[src/rtl/ifetch_pkg.sv]
`default_nettype none
// ============================================================================
//  Module      : ifetch_pkg
//  Description : Shared definitions for the instruction fetch stage: word
//                width, default PC width, opcode encodings and IR field
//                extraction helpers.
//  Revision    : 1.0 - initial release
// ============================================================================
package ifetch_pkg;

    localparam int INSTR_W      = 32;
    localparam int PC_W_DEFAULT = 5;

    // Opcode space carried in IR[31:27]
    typedef enum logic [4:0] {
        OP_MOVSGPR     = 5'd0,
        OP_MOV         = 5'd1,
        OP_ADD         = 5'd2,
        OP_SUB         = 5'd3,
        OP_MUL         = 5'd4,
        OP_ROR         = 5'd5,
        OP_RAND        = 5'd6,
        OP_AND         = 5'd7,
        OP_XOR         = 5'd8,
        OP_XNOR        = 5'd9,
        OP_NAND        = 5'd10,
        OP_NOR         = 5'd11,
        OP_NOT         = 5'd12,
        OP_STOREREG    = 5'd13,
        OP_STOREDIN    = 5'd14,
        OP_SENDDOUT    = 5'd15,
        OP_SENDREG     = 5'd16,
        OP_JUMP        = 5'd17,
        OP_JCARRY      = 5'd18,
        OP_JNOCARRY    = 5'd19,
        OP_JSIGN       = 5'd20,
        OP_JNOSIGN     = 5'd21,
        OP_JZERO       = 5'd22,
        OP_JNOZERO     = 5'd23,
        OP_JOVERFLOW   = 5'd24,
        OP_JNOOVERFLOW = 5'd25,
        OP_HALT        = 5'd26
    } opcode_e;

    // IR field extraction
    function automatic logic [4:0] ir_oper_type(input logic [INSTR_W-1:0] w);
        return w[31:27];
    endfunction

    function automatic logic [4:0] ir_rdst(input logic [INSTR_W-1:0] w);
        return w[26:22];
    endfunction

    function automatic logic [4:0] ir_rsrc1(input logic [INSTR_W-1:0] w);
        return w[21:17];
    endfunction

    function automatic logic ir_imm_mode(input logic [INSTR_W-1:0] w);
        return w[16];
    endfunction

    function automatic logic [4:0] ir_rsrc2(input logic [INSTR_W-1:0] w);
        return w[15:11];
    endfunction

    function automatic logic [15:0] ir_isrc(input logic [INSTR_W-1:0] w);
        return w[15:0];
    endfunction

endpackage
`default_nettype wire

[src/rtl/ifetch_fifo2.sv]
`default_nettype none
// ============================================================================
//  Module      : ifetch_fifo2
//  Description : Two-entry prefetch FIFO of {pc, instruction word} with
//                push, pop, flush and occupancy count.
//  Revision    : 1.0 - initial release
// ============================================================================
module ifetch_fifo2
    import ifetch_pkg::*;
#(
    parameter int PC_W = PC_W_DEFAULT
) (
    input  logic               clk,
    input  logic               sys_rst,
    input  logic               push_i,
    input  logic [PC_W-1:0]    push_pc_i,
    input  logic [INSTR_W-1:0] push_data_i,
    input  logic               pop_i,
    input  logic               flush_i,
    output logic [PC_W-1:0]    head_pc_o,
    output logic [INSTR_W-1:0] head_data_o,
    output logic [1:0]         count_o
);

    logic [PC_W-1:0]    pc_mem_q   [2];
    logic [INSTR_W-1:0] data_mem_q [2];
    logic               rd_ptr_q;
    logic               wr_ptr_q;
    logic [1:0]         count_q;

    // Pointer and occupancy bookkeeping; flush wins over any push/pop
    always_ff @(posedge clk) begin
        if (!sys_rst) begin
            rd_ptr_q <= 1'b0;
            wr_ptr_q <= 1'b0;
            count_q  <= 2'd0;
        end else if (flush_i) begin
            rd_ptr_q <= 1'b0;
            wr_ptr_q <= 1'b0;
            count_q  <= 2'd0;
        end else begin
            if (push_i) begin
                wr_ptr_q <= ~wr_ptr_q;
            end
            if (pop_i) begin
                rd_ptr_q <= ~rd_ptr_q;
            end
            count_q <= count_q + {1'b0, push_i} - {1'b0, pop_i};
        end
    end

    // Storage array; contents are don't-care while the slot is empty
    always_ff @(posedge clk) begin
        if (push_i && !flush_i) begin
            pc_mem_q[wr_ptr_q]   <= push_pc_i;
            data_mem_q[wr_ptr_q] <= push_data_i;
        end
    end

    assign head_pc_o   = pc_mem_q[rd_ptr_q];
    assign head_data_o = data_mem_q[rd_ptr_q];
    assign count_o     = count_q;

endmodule
`default_nettype wire

[src/rtl/ifetch_unit.sv]
`default_nettype none
// ============================================================================
//  Module      : ifetch_unit
//  Description : Instruction fetch stage. Owns the PC, issues reads to a
//                synchronous instruction memory, buffers responses in a
//                two-entry FIFO and hands words to the core over a
//                valid/ready handshake. Redirects flush and refetch.
//  Revision    : 1.0 - initial release
// ============================================================================
module ifetch_unit
    import ifetch_pkg::*;
#(
    parameter int PC_W     = PC_W_DEFAULT,
    parameter int RESET_PC = 0
) (
    input  logic               clk,
    input  logic               sys_rst,
    input  logic               fetch_en,
    output logic               imem_en,
    output logic [PC_W-1:0]    imem_addr,
    input  logic [INSTR_W-1:0] imem_rdata,
    output logic [INSTR_W-1:0] ir,
    output logic [PC_W-1:0]    ir_pc,
    output logic               ir_valid,
    input  logic               ir_ready,
    input  logic               redirect_valid,
    input  logic [PC_W-1:0]    redirect_pc
);

    localparam logic [0:0]      ST_IDLE = 1'b0;
    localparam logic [0:0]      ST_RUN  = 1'b1;
    localparam logic [PC_W-1:0] PC_RST  = PC_W'(RESET_PC);

    logic [PC_W-1:0]    pc_q;
    logic [PC_W-1:0]    pc_d;
    logic [PC_W-1:0]    tag_q;
    logic               inflight_q;
    logic [0:0]         state_d;
    logic               pop;
    logic               push;
    logic               issue;
    logic [1:0]         count;
    logic [2:0]         occupancy;
    logic [PC_W-1:0]    head_pc;
    logic [INSTR_W-1:0] head_data;

    // The state follows fetch_en within the same cycle so that the very first
    // cycle out of reset can already issue; it only gates new reads.
    always_comb begin
        state_d = (fetch_en) ? ST_RUN : ST_IDLE;
    end

    assign ir_valid = (count != 2'd0);
    assign pop      = ir_valid & ir_ready;

    // A response arriving during a redirect belongs to the old path
    assign push = inflight_q & ~redirect_valid;

    // Slots that will be taken once this cycle's response lands and pop retires;
    // issuing only below two guarantees room for the response we launch now.
    assign occupancy = {1'b0, count} + {2'b0, inflight_q} - {2'b0, pop};

    // Issue decision; reads are held off while reset is asserted
    always_comb begin
        issue = 1'b0;
        if (sys_rst && (state_d == ST_RUN) && !redirect_valid && (occupancy < 3'd2)) begin
            issue = 1'b1;
        end
    end

    assign imem_en   = issue;
    assign imem_addr = pc_q;

    // Next PC: redirect target, sequential increment (wraps naturally), or hold
    always_comb begin
        pc_d = pc_q;
        if (redirect_valid) begin
            pc_d = redirect_pc;
        end else if (issue) begin
            pc_d = pc_q + 1'b1;
        end
    end

    // PC, in-flight flag and tag of the outstanding read
    always_ff @(posedge clk) begin
        if (!sys_rst) begin
            pc_q       <= PC_RST;
            inflight_q <= 1'b0;
            tag_q      <= PC_RST;
        end else begin
            pc_q       <= pc_d;
            inflight_q <= issue;
            if (issue) begin
                tag_q <= pc_q;
            end
        end
    end

    ifetch_fifo2 #(
        .PC_W (PC_W)
    ) u_fifo (
        .clk         (clk),
        .sys_rst     (sys_rst),
        .push_i      (push),
        .push_pc_i   (tag_q),
        .push_data_i (imem_rdata),
        .pop_i       (pop),
        .flush_i     (redirect_valid),
        .head_pc_o   (head_pc),
        .head_data_o (head_data),
        .count_o     (count)
    );

    assign ir    = ir_valid ? head_data : '0;
    assign ir_pc = ir_valid ? head_pc   : '0;

endmodule
`default_nettype wire

[config.mk]
export PLATFORM = sky130hd
export DESIGN_NAME = ifetch_unit
export DESIGN_NICKNAME = d
export VERILOG_FILES = /design/src/rtl/ifetch_pkg.sv /design/src/rtl/ifetch_fifo2.sv /design/src/rtl/ifetch_unit.sv
export SDC_FILE = /design/constraint.sdc
export NUM_CORES = 1
export LEC_CHECK = 0
export BUFFER_PORTS_ARGS = -buffer_cell sky130_fd_sc_hd__buf_2
export CAP_MARGIN = 20
export CELL_PAD_IN_SITES_DETAIL_PLACEMENT = 1
export CELL_PAD_IN_SITES_GLOBAL_PLACEMENT = 1
export CORE_ASPECT_RATIO = 1.2
export CORE_MARGIN = 3
export CORE_UTILIZATION = 44
export CTS_CLUSTER_DIAMETER = 30
export DETAILED_ROUTE_END_ITERATION = 10
export PLACE_DENSITY_LB_ADDON = 0.1
export REMOVE_ABC_BUFFERS = 1
export SYNTH_ARGS = -nofsm -noshare
export SYNTH_HDL_FRONTEND = slang
export SYNTH_HIERARCHICAL = 1
export SYNTH_SLANG_ARGS = --single-unit
[constraint.sdc]
create_clock -name clk -period 4.7 [get_ports clk]
set_clock_uncertainty 0.05 [all_clocks]
set_input_delay 0.705 -clock clk [delete_from_list [all_inputs] [get_ports clk]]
set_output_delay 0.705 -clock clk [all_outputs]
set_load 0.01 [all_outputs]
After elaboration in Yosys (flattened, before gate mapping)
Memories as Yosys holds them, arrays and structs flattened. A register that Yosys moved wholly into a read port is not among the register bits.
Cells that the tools add are included.
Widths: inputs -> output; s select.

cells by class
  add/subtract/negate cells = 5
  multiply operators = 0
  div/mod/pow operators = 0
  magnitude comparators = 1
  equal/unequal tests = 0
  shifts and indexed selects = 0
  muxes and demuxes = 12
  bitwise gates (word level) = 6
  reduce and logical (&&, ||, !) cells = 8

operators with widths
  operator             number
  $mux 32              1
  $mux 5               3
  $mux 1               8
  $add 5x1->5 const B  1
  $logic_and 1x1->1    4
  $not 1->1            4
  $reduce_bool 2->1    2
  $add 2x1->3          1
  $lt 3x2->1 const B   1
  $sub 3x1->3          1
  $add 2x1->2          1
  $and 1x1->1          2
  $reduce_or 2->1      1
  $sub 2x1->2          1
  $logic_not 1->1      1

word-level totals
  register bits = 15
  latch bits = 0
  RAM bits = 74
  memory bits (read-only) = 0
  input bits = 42
  output and inout bits = 44
  word-level logic and storage cells = 40
  memories kept = 2

memories
  name               depth  width  rd ports  clocked after Yosys merged registers in  write ports  RTL line            source
  u_fifo.data_mem_q  2      32     1         1                                        1            ifetch_fifo2.sv:26  logic [INSTR_W-1:0] data_mem_q [2];
  u_fifo.pc_mem_q    2      5      1         1                                        1            ifetch_fifo2.sv:25  logic [PC_W-1:0] pc_mem_q [2];

Longest topological paths before layout
Gate-level depths: netlist (run 1).

  depth in word-level cells = 8
  depth in mapped cells = 11
  mapped depth without buffers = 8

By module
The synthesis (run 1) kept the hierarchy.

by module, submodules not included
  module        times used  cells each  area an instance (µm²)  sequential area each (µm²)
  ifetch_fifo2  1           136         3040.4                  2322.2
  ifetch_unit   1           112         877.1                   220.2

Least setup slack after synthesis (run 1)
No wires, ideal clock.

  path kind = input to register
  start point = input port redirect_valid
  end point = memory u_fifo.data_mem_q[0][0] (enable)
  setup time = 0.485 ns
  arrival time = 3.701 ns
  data required time = 4.165 ns
  slack = 0.464 ns
  cell stages on the path = 2
  path buffers = 0
  cell sequence = nor2b_1 -> nor3b_1

between the ends
  cells in the longest elaborated chain, start to end = 5
  elaborated cells between the ends (all ways) = 6

ends and longest elaborated chain
  what                            RTL line            source
  start: declaration              ifetch_unit.sv:26   input logic redirect_valid,
  $not 1->1                       ifetch_unit.sv:57   assign push = inflight_q & ~redirect_valid;
  $and 1x1->1                     ifetch_unit.sv:57
  $logic_and 1x1->1 *             ifetch_fifo2.sv:54  if (push_i && !flush_i) begin
  $mux 1 *                        ifetch_fifo2.sv:54
  $mux 1 (implied by the code) *  ifetch_fifo2.sv:56  data_mem_q[wr_ptr_q] <= push_data_i;
  end: declaration                ifetch_fifo2.sv:26

Every way passes the cells marked *; elsewhere a longest branch is shown, timed or not.

Worst setup path in the final report (run 1)
  start point = register u_fifo.count_q[1] (netlist: u_fifo/count_o[1])
  end point = output port imem_en

between the ends
  cells in the longest elaborated chain, start to end = 6
  elaborated cells between the ends (all ways) = 7

ends and longest elaborated chain
  what                      RTL line            source
  start: declaration        ifetch_fifo2.sv:29  logic [1:0] count_q;
  start signal: assignment  ifetch_fifo2.sv:48  count_q <= count_q + {1'b0, push_i} - {1'b0, pop_i};
  $reduce_bool 2->1         ifetch_unit.sv:53   assign ir_valid = (count != 2'd0);
  $and 1x1->1               ifetch_unit.sv:54   assign pop = ir_valid & ir_ready;
  named net pop             ifetch_unit.sv:39   logic pop;
  $sub 3x1->3               ifetch_unit.sv:61   assign occupancy = {1'b0, count} + {2'b0, inflight_q} - {2'b0, pop};
  $lt 3x2->1                ifetch_unit.sv:66   if (sys_rst && (state_d == ST_RUN) && !redirect_valid && (occupancy < 3'd2)) begin
  $logic_and 1x1->1         ifetch_unit.sv:66
  $mux 1                    ifetch_unit.sv:66
  end: declaration          ifetch_unit.sv:19   output logic imem_en,

The timed path passes the listed nets, and every way through them passes these cells.

==> results.sh, run 1 <==
export IMPL_rsz0062_at_grt="no"
export IMPL_hold_violations=0
export IMPL_critPathRequiredTime_ns=3.94
export IMPL_clock_latency_ns=0.33
export IMPL_path_delay_family="simple AND/OR/NAND/NOR gates"
export IMPL_synth_common_cells="edfxtp_1, mux2_4, nor2b_1"
export IMPL_area_growth_pct=17.8
export IMPL_crit_type="register to output port"
export IMPL_nets=384
export IMPL_drive_above_1_share_pct=41.5
export IMPL_crit_fanout=10
export IMPL_setup_viol=0
export IMPL_cts_tree="done"
export IMPL_slew_violations=0
export IMPL_numPortBuffers=85
export IMPL_synth_flop_cell="edfxtp_1"
export IMPL_cts_buffers=9
export IMPL_drtIter0Drc=97
export IMPL_max_slew_margin_pct=39.9
export IMPL_io_pins=86
export IMPL_netlist_cell_type_count=40
export IMPL_fillers=894
export IMPL_cts_setup_buffers=0
export IMPL_maxCapViolCount=0
export IMPL_die_width_um=92.1
export IMPL_grt_pass1_wl_um=11800
export IMPL_synth_most_common_cell="edfxtp_1"
export IMPL_period_share_pct=80.3
export IMPL_cts_resized=0
export IMPL_initial_utilization_pct=45.5
export IMPL_htree_levels=3
export IMPL_ir_worst_vdd_uv=126
export IMPL_crit_buf_inv=1
export IMPL_path_clk_slew_ns=0.08
export IMPL_grt_overflow_total=0
export IMPL_ys_ff_latch=90
export IMPL_root_buffer="clkbuf_8"
export IMPL_antenna_found_initial=0
export IMPL_arrival_ns=3.02
export IMPL_grt_start_max_net_pins=39
export IMPL_yosysWarnings=6
export IMPL_cpMaxStageDelayCell="dfxtp_1"
export IMPL_cts_num_sinks=90
export IMPL_postSynthAreaPerCell_um2=15.8
export IMPL_clockBufferDepth=2
export IMPL_synth_edf_count=74
export IMPL_dp_cells=443
export IMPL_cellLeakagePower_nw=1.87
export IMPL_synth_top_cell_area_share_pct=56.7
export IMPL_status="finished clean"
export IMPL_synthCells=248
export IMPL_slowest_delay_ns=0.55
export IMPL_async_reset_ff_share_pct=0
export IMPL_power_density_nw_per_um2=312
export IMPL_track_usage_pct=15.3
export IMPL_synth_top_area_cell="edfxtp_1"
export IMPL_worst_setup_path_start_kind="register"
export IMPL_antenna_left=0
export IMPL_core_um2=8610
export IMPL_yosysSeqAreaShare_pct=64.9
export IMPL_hp_class="register to register"
export IMPL_first_pass_iters=3
export IMPL_gp_congestion=0.777
export IMPL_fp_dieH_um=109
export IMPL_die_area_um2=10100
export IMPL_grt_pass1_vias=2440
export IMPL_synth_area_top_cells="edfxtp_1, mux2_4, dfxtp_1"
export IMPL_routed_wl_um=7170
export IMPL_final_cells=459
export IMPL_post_route_min_period_ns=3.78
export IMPL_fmax_ghz=0.265
export IMPL_tightest_slew_ns=0.901
export IMPL_path_cells="nor2_4, nor2b_1, ha_1, nand2b_1, fa_1, and2_1, and3_1, buf_2"
export IMPL_viasPerCell=4.93
export IMPL_setup_tns_final_ns=0
export IMPL_routed_via_count=2262
export IMPL_hpwl_um=5020
export IMPL_row_count=37
export IMPL_netlist_area_um2=3920
export IMPL_drcViolationCount=0
export IMPL_setup_worst_path_end_class="output port"
export IMPL_antenna_cells=0
export IMPL_wl_per_cell_um=15.6
export IMPL_cts_hold_buf=0
-- cells by family (layout without fill, tap and decap cells) --
kind of cell               Yosys count  after routing  synth area share, %
DFF                                 90             90                 64.9
and+or+nand+nor                     76             76                 12.0
muxes                               38             38                 13.8
buffers and inverters               18            112                 3.19
AOI/OAI and AO/OA                   16             16                 2.71
adders and majority gates            5              5                 1.79
xor gates and xnor gates             5              5                 1.66
-- worst paths after layout --
check / start / end / slack, ns / cells past startpoint
max: u_fifo/count_o[1] / imem_en / 0.92 / 8
min: tag_q[1] / u_fifo/pc_mem_q[1][1] / 0.42 / 0
max reg2reg: u_fifo/count_o[1] / imem_addr[0] / 1.86 / 8
min reg2reg: tag_q[1] / u_fifo/pc_mem_q[1][1] / 0.42 / 0
-- stage by stage --
step	total power, mW	hold WS (ns)	worst slack (ns)	cell area, um^2	util [%]
after detailed placement	0.977	0.397	1.05	4440	51.5
after CTS	1.46	0.421	0.889	4610	53.6
after global placement	0.973	0.383	1.18	4440	51.5
final	1.44	0.416	0.924	4610	53.6
after global routing	1.50	0.439	0.673	4610	53.6
after floorplan	0.934	0.375	0.464	3820	-
-- flip-flops by register name, summed over array words and instances (netlist names), named ones only --
signal	flops
inflight_q	1
tag_q	5
u_fifo/count_o	2
u_fifo/rd_ptr_q	1
u_fifo/data_mem_q	64
u_fifo/wr_ptr_q	1
u_fifo/pc_mem_q	10
imem_addr	5
-- routing by layer --
layer / GRT usage, % / vias up / wire [um]
met1: 17.0 / 1117 / 2840
met5: 0 / - / 0
li1: - / 1082 / -
met3: 2.53 / 10 / 287
met2: 28.8 / 53 / 3930
met4: 7.01 / 0 / 115
-- cells in the final DEF (no fill, tap or decap), drive strengths merged, types with 2 or more instances in the layout --
cell | netlist | routed
nand2 | 7 | 7
clkbuf | 6 | 12
o21ai | 7 | 7
a31oi | 3 | 3
ha | 4 | 4
clkinv | 0 | 3
buf | 5 | 89
dfxtp | 16 | 16
nand4 | 4 | 4
o311a | 2 | 2
nand2b | 4 | 4
mux2 | 37 | 37
and3 | 3 | 3
nor2b | 27 | 27
edfxtp | 74 | 74
nor2 | 6 | 6
inv | 7 | 7
nand3 | 4 | 4
and2b | 13 | 13
xnor2 | 3 | 3
-- layout make-up --
type / instances / area, um^2 / area share, %
Clock inverter: 4 / 42.5 / 0.922
Timing Repair Buffer: 89 / 455 / 9.87
Inverter: 7 / 26.3 / 0.570
Multi-Input combinational cell: 140 / 1260 / 27.4
Tap cell: 117 / 146 / 3.17
Clock buffer: 12 / 135 / 2.93
Sequential cell: 90 / 2540 / 55.1
-- worst register-to-register path, stage by stage, from the launching register on --
cell      delay, ns
dfxtp_1        0.55
nor2_4         0.05
nor2b_1        0.27
ha_1           0.29
nand2b_1       0.16
fa_1           0.54
and2_1         0.31
a21boi_0       0.16
o311a_1        0.35
-- where the power goes --
part           leakage [nW]  total [mW]  switching, mW  internal [mW]
logic                 0.978      0.0773         0.0394         0.0379
clock network        0.0894       0.485          0.242          0.242
registers             0.802       0.879        0.00834          0.871
total                  1.87        1.44          0.290           1.15
Power figures use the tool's default switching activity.
==> run 2, diff against run 1 <==
Settings changed: ABC_AREA set to 1, CORE_UTILIZATION 44 to 39.
Clock period 4.7 ns to 3 ns, I/O delays scaled along.
==> run 2 against run 1 <==
  * Setup slack lost 0.77 ns
  * Non-clock buffer count grew 2
  * Sequential power grew 57%
  * Synthesized cell count grew 28%
  * Global-route usage shrank 0.98 points
  * Utilization shrank 3.7 points
  * Cell area grew 5.5%
  * Sequential share of layout area shrank 2.8 points
  * Via count grew 9.2%
  * Combinational power grew 66%
  * Cell count grew 17%
  * Die area grew 14%
  * Critical path type unchanged
  * Critical endpoint unchanged
==> results.sh, run 2 <==
export IMPL_status="finished clean"
export IMPL_cts_hold_buf=0
export IMPL_yosysWarnings=6
export IMPL_final_cells=539
export IMPL_period_share_pct=95.0
export IMPL_crit_type="register to output port"
export IMPL_antenna_cells=0
export IMPL_top_regs="u_fifo/data_mem_q: 64 flops, u_fifo/pc_mem_q: 10 flops"
export IMPL_netlist_cell_type_count=29
export IMPL_htree_levels=3
export IMPL_nets=458
export IMPL_routed_via_count=2470
export IMPL_p_seq_share_pct=51.8
export IMPL_core_um2=9760
export IMPL_path_clk_slew_ns=0.06
export IMPL_routed_wl_um=7770
export IMPL_switching_share_pct=19.6
export IMPL_gp_congestion=0.763
export IMPL_cts_tree="done"
export IMPL_area_growth_pct=21.9
export IMPL_synth_area_top_cells="edfxtp_1, mux2_4, dfxtp_1"
export IMPL_placed_area_um2=4550
export IMPL_arrival_ns=2.35
export IMPL_drive_above_1_share_pct=38.0
export IMPL_antenna_found_initial=0
export IMPL_cts_buffers=9
export IMPL_design_area_um2=4870
export IMPL_setup_worst_path_end_class="output port"
export IMPL_met3_usage_pct=3.20
export IMPL_hp_class="input pin to register"
export IMPL_pwr_share_clk_pct=43.4
export IMPL_rsz0062_at_grt="no"
export IMPL_grt_use_met1_pct=17.1
export IMPL_clockBufferDepth=2
export IMPL_critPathRequiredTime_ns=2.50
export IMPL_ys_ff_latch=90
export IMPL_root_buffer="clkbuf_16"
export IMPL_cellLeakagePower_nw=2.17
export IMPL_synthCells=318
export IMPL_use_met2_pct=25.1
export IMPL_track_usage_pct=14.4
export IMPL_holdPathStages=1
export IMPL_ff2ff_path_depth=13
export IMPL_first_pass_iters=4
export IMPL_viasPerCell=4.58
export IMPL_intPower_mw=2.14
export IMPL_wl_per_cell_um=14.4
export IMPL_netlist_area_um2=3990
export IMPL_final_common_cell="buf_2"
export IMPL_dp_cells=523
export IMPL_final_cell_mix="buf_2, edfxtp_1, inv_1, nor2_1, nand2_1"
export IMPL_worst_setup_path_start_kind="register"
export IMPL_ir_worst_vdd_uv=261
export IMPL_synth_top_cell_area_share_pct=55.7
export IMPL_grt_start_max_net_pins=39
export IMPL_hpwl_um=5210
export IMPL_cts_num_sinks=90
export IMPL_fp_dieH_um=117
export IMPL_drtIter0Drc=71
export IMPL_power_switching_mw=0.520
export IMPL_hold_violations=0
export IMPL_async_reset_ff_share_pct=0
export IMPL_hold_slack_ns=0.258
export IMPL_synth_common_cells="edfxtp_1, inv_1, nor2_1"
export IMPL_tightest_slew_ns=0.525
export IMPL_die_area_um2=11500
export IMPL_grt_pass1_vias=2588
export IMPL_yosysSeqAreaShare_pct=63.7
export IMPL_slew_violations=0
export IMPL_numPortBuffers=85
export IMPL_setup_viol=0
export IMPL_largest_reg_flops=64
export IMPL_path_cells="nor2_4, nor2_2, ha_1, or2_2, fa_1, nand2_1, inv_1, nand2_2, nor2_8, buf_2"
export IMPL_grt_overflow_total=0
export IMPL_synth_most_common_cell="edfxtp_1"
export IMPL_maxCapViolCount=0
export IMPL_drcViolationCount=0
export IMPL_gr_max_usage_layer="met2"
export IMPL_synth_top_area_cell="edfxtp_1"
export IMPL_antenna_left=0
export IMPL_crit_fanout=7
export IMPL_synth_flop_cell="edfxtp_1"
export IMPL_max_slew_margin_pct=65.0
export IMPL_die_width_um=98.4
export IMPL_power_density_nw_per_um2=547
export IMPL_cpMaxStageDelayCell="fa_1"
export IMPL_row_count=39
export IMPL_cts_setup_buffers=0
export IMPL_synth_edf_count=74
export IMPL_io_pins=86
export IMPL_clock_latency_ns=0.33
export IMPL_post_route_min_period_ns=2.85
export IMPL_combPwrFrac_pct=4.8
export IMPL_grt_pass1_wl_um=12700
export IMPL_slowest_delay_ns=0.48
export IMPL_fmax_ghz=0.351
export IMPL_top_register="u_fifo/data_mem_q"
export IMPL_fillers=1068
export IMPL_initial_utilization_pct=40.9
export IMPL_postSynthAreaPerCell_um2=12.6
[run 2: timing repair]
action	4_1_cts	5_1_grt
hold endpoints to repair	0	0
gates resized for setup	1	3
setup endpoints to repair	1	1
[run 2: area by class of cell]
type | instances | area, um^2 | area share (%)
multi-input cells | 161 | 1150 | 23.7
clock inverters | 7 | 83.8 | 1.72
clock buffers | 9 | 225 | 4.63
well taps | 123 | 154 | 3.16
flip-flops and latches | 90 | 2550 | 52.4
inverters | 58 | 220 | 4.52
repair buffers | 91 | 483 | 9.92
[run 2: stage by stage]
| step | util, % | setup slack, ns | TNS [ns] | total power [mW] |
|---|---|---|---|---|
| 6_report | 49.9 | 0.150 | 0 | 2.66 |
| 5_1_grt | 49.9 | 0.0337 | 0 | 2.77 |
| 2_1_floorplan | - | -0.811 | -61.19 | 1.47 |
| 3_3_place_gp | 46.6 | 0.322 | 0 | 1.53 |
| 3_5_place_dp | 46.6 | 0.325 | 0 | 1.54 |
| 4_1_cts | 49.8 | 0.0712 | 0 | 2.70 |
[run 2: worst max-delay path: cells and delay by family (launching register included)]
kind                       cells  cell delay (ns)
and+or+nand+nor                6             0.70
adders and majority gates      2             0.75
buffers and inverters          2             0.20
DFF                            1             0.37
[run 2: cell families after synthesis]
| family | count (synthesis) | synth area share, % |
|---|---|---|
| multiplexers | 37 | 13.3 |
| flip-flops | 90 | 63.7 |
| XOR/XNOR | 1 | 0.219 |
| adder cells (fa/ha/maj) | 5 | 1.76 |
| AND/OR/NAND/NOR | 104 | 11.4 |
| buffers and inverters | 67 | 7.93 |
| AO/OA/AOI/OAI | 14 | 1.75 |
[run 2: path summary, 6_finish.rpt]
path | from | endpoint | slack (ns)
max | u_fifo/count_o[1] | imem_en | 0.15
min | imem_rdata[6] | u_fifo/data_mem_q[0][6] | 0.26
max reg2reg | u_fifo/count_o[1] | imem_addr[0] | 0.59
min reg2reg | tag_q[4] | u_fifo/pc_mem_q[1][4] | 0.41
[run 2: routing by layer]
layer / wire length (um) / vias to the layer above
met5: 0 / -
met4: 124 / 0
met3: 342 / 7
met2: 3930 / 58
met1: 3370 / 1173
li1: - / 1232
[run 2: power by group through the flow]
stage	combinational [mW]	sequential (mW)	clock, mW
2_1_floorplan	0.0609	1.41	0
3_3_place_gp	0.125	1.40	0
3_5_place_dp	0.130	1.41	0
4_1_cts	0.131	1.38	1.20
5_1_grt	0.145	1.38	1.25
6_report	0.128	1.38	1.16
==> run 3, diff against run 2 <==
Settings changed: CORE_ASPECT_RATIO 1.2 to not set.
==> run 3 against run 2 <==
  * Total power decreased by 9.3%
  * Critical path depth unchanged
  * Utilization decreased by 0.90 points
  * Sequential share of layout area is 0.39 points higher
  * Routed wire length fell by 3.0%
  * Via count grew 1.6%
  * Cell count grew 2.8%
  * Largest cell class unchanged
==> results.sh, run 3 (synthesis gave the netlist of run 2 again) <==
export IMPL_antenna_left=0
export IMPL_gp_congestion=0.760
export IMPL_switching_share_pct=19.8
export IMPL_cts_tree="done"
export IMPL_first_pass_iters=5
export IMPL_ff2ff_path_depth=13
export IMPL_drive_above_1_share_pct=39.2
export IMPL_rsz0062_at_grt="no"
export IMPL_wl_per_cell_um=13.6
export IMPL_cpMaxStageDelayCell="fa_1"
export IMPL_row_count=36
export IMPL_top_register="u_fifo/data_mem_q"
export IMPL_antenna_cells=0
export IMPL_post_route_min_period_ns=2.85
export IMPL_clock_latency_ns=0.35
export IMPL_grt_pass1_wl_um=12200
export IMPL_holdPathStages=1
export IMPL_die_width_um=107
export IMPL_root_buffer="clkbuf_8"
export IMPL_p_seq_share_pct=57.0
export IMPL_placed_area_um2=4570
export IMPL_path_clk_slew_ns=0.09
export IMPL_intPower_mw=1.94
export IMPL_power_switching_mw=0.478
export IMPL_drtIter0Drc=80
export IMPL_antenna_found_initial=0
export IMPL_tightest_slew_ns=0.438
export IMPL_dp_cells=536
export IMPL_largest_reg_flops=64
export IMPL_cts_buffers=9
export IMPL_numPortBuffers=85
export IMPL_setup_tns_final_ns=0
export IMPL_clockBufferDepth=2
export IMPL_ir_worst_vdd_uv=190
export IMPL_drcViolationCount=0
export IMPL_cts_num_sinks=90
export IMPL_slew_violations=0
export IMPL_final_cells=554
export IMPL_top_regs="u_fifo/data_mem_q: 64 flops, u_fifo/pc_mem_q: 10 flops"
export IMPL_maxCapViolCount=0
export IMPL_hpwl_um=5290
export IMPL_grt_pass1_vias=2562
export IMPL_io_pins=86
export IMPL_arrival_ns=2.35
export IMPL_grt_overflow_total=0
export IMPL_area_growth_pct=21.0
export IMPL_track_usage_pct=14.0
export IMPL_cts_hold_buf=0
export IMPL_final_core_util_pct=49.0
export IMPL_crit_fanout=2
export IMPL_crit_type="register to output port"
export IMPL_slowest_delay_ns=0.48
export IMPL_die_area_um2=11500
export IMPL_path_cells="nor2_4, nor2_2, ha_1, or2_2, fa_1, nand2_1, inv_1, nand2_2, nor2_8, buf_6"
export IMPL_fillers=1078
export IMPL_grt_start_max_net_pins=39
export IMPL_status="finished clean"
export IMPL_fp_dieH_um=107
export IMPL_nets=463
export IMPL_htree_levels=3
export IMPL_routed_via_count=2509
export IMPL_hp_class="input pin to register"
export IMPL_setup_viol=0
export IMPL_initial_utilization_pct=40.5
export IMPL_final_common_cell="buf_2"
export IMPL_critPathRequiredTime_ns=2.50
export IMPL_core_um2=9860
export IMPL_power_mw=2.41
export IMPL_final_cell_mix="buf_2, edfxtp_1, inv_1, nor2_1, nand2_1"
export IMPL_setup_worst_path_end_class="output port"
export IMPL_fmax_ghz=0.351
export IMPL_hold_violations=0
export IMPL_design_area_um2=4830
export IMPL_max_slew_margin_pct=70.8
export IMPL_routed_wl_um=7540
export IMPL_power_density_nw_per_um2=500
export IMPL_pwr_share_clk_pct=37.7
export IMPL_combPwrFrac_pct=5.4
export IMPL_period_share_pct=95.0
export IMPL_viasPerCell=4.53
export IMPL_cellLeakagePower_nw=2.16
export IMPL_worst_setup_path_start_kind="register"
-- run 3: power groups by stage --
stage          sequential (mW)  combinational [mW]  clock (mW)
5_1_grt                   1.38               0.147        1.00
4_1_cts                   1.38               0.132       0.941
6_report                  1.37               0.129       0.910
3_3_place_gp              1.40               0.126           0
3_5_place_dp              1.40               0.130           0
2_1_floorplan             1.41              0.0609           0
-- run 3: layer usage --
layer / share of wire, % / routed length [um] / track usage [%]
met1: 44 / 3300 / 17.0
met3: 5.0 / 376 / 2.83
met4: 1.5 / 114 / 6.30
met2: 50 / 3750 / 23.8
met5: 0 / 0 / 0
-- run 3: cell type report --
cell class,instances,area (um^2),share of cell area [%]
multi-input cells,161,1150,23.9
flip-flops and latches,90,2550,52.7
clock buffers,12,155,3.21
repair buffers,96,514,10.6
well taps,133,166,3.44
inverters,58,220,4.56
clock inverters,4,73.8,1.53
-- run 3: worst max-delay path: cells and delay by family, from the launching register on --
kind                       cells  cell delay, ns
adders and majority gates      2            0.76
and+or+nand+nor                6            0.73
DFF                            1            0.34
buffers and inverters          2            0.18
-- run 3: final timing paths --
check	startpoint	to	slack (ns)
max	u_fifo/count_o[1]	imem_en	0.15
min	imem_rdata[17]	u_fifo/data_mem_q[0][17]	0.24
min reg2reg	tag_q[3]	u_fifo/pc_mem_q[1][3]	0.41
max reg2reg	u_fifo/count_o[1]	imem_addr[0]	0.56
-- run 3: through the flow --
| stage | hold slack (ns) | worst slack (ns) |
|---|---|---|
| 2_1_floorplan | 0.370 | -0.811 |
| 3_3_place_gp | 0.386 | 0.233 |
| 3_5_place_dp | 0.397 | 0.191 |
| 4_1_cts | 0.212 | 0.0128 |
| 5_1_grt | 0.210 | 0.0137 |
| 6_report | 0.236 | 0.149 |
-- run 3: what timing repair did --
action                     in CTS  in global routing
setup endpoints to repair       1                  1
pin swaps                       1                  3
hold endpoints to repair        0                  0
resized for setup               1                  4
buffers inserted                1                  1
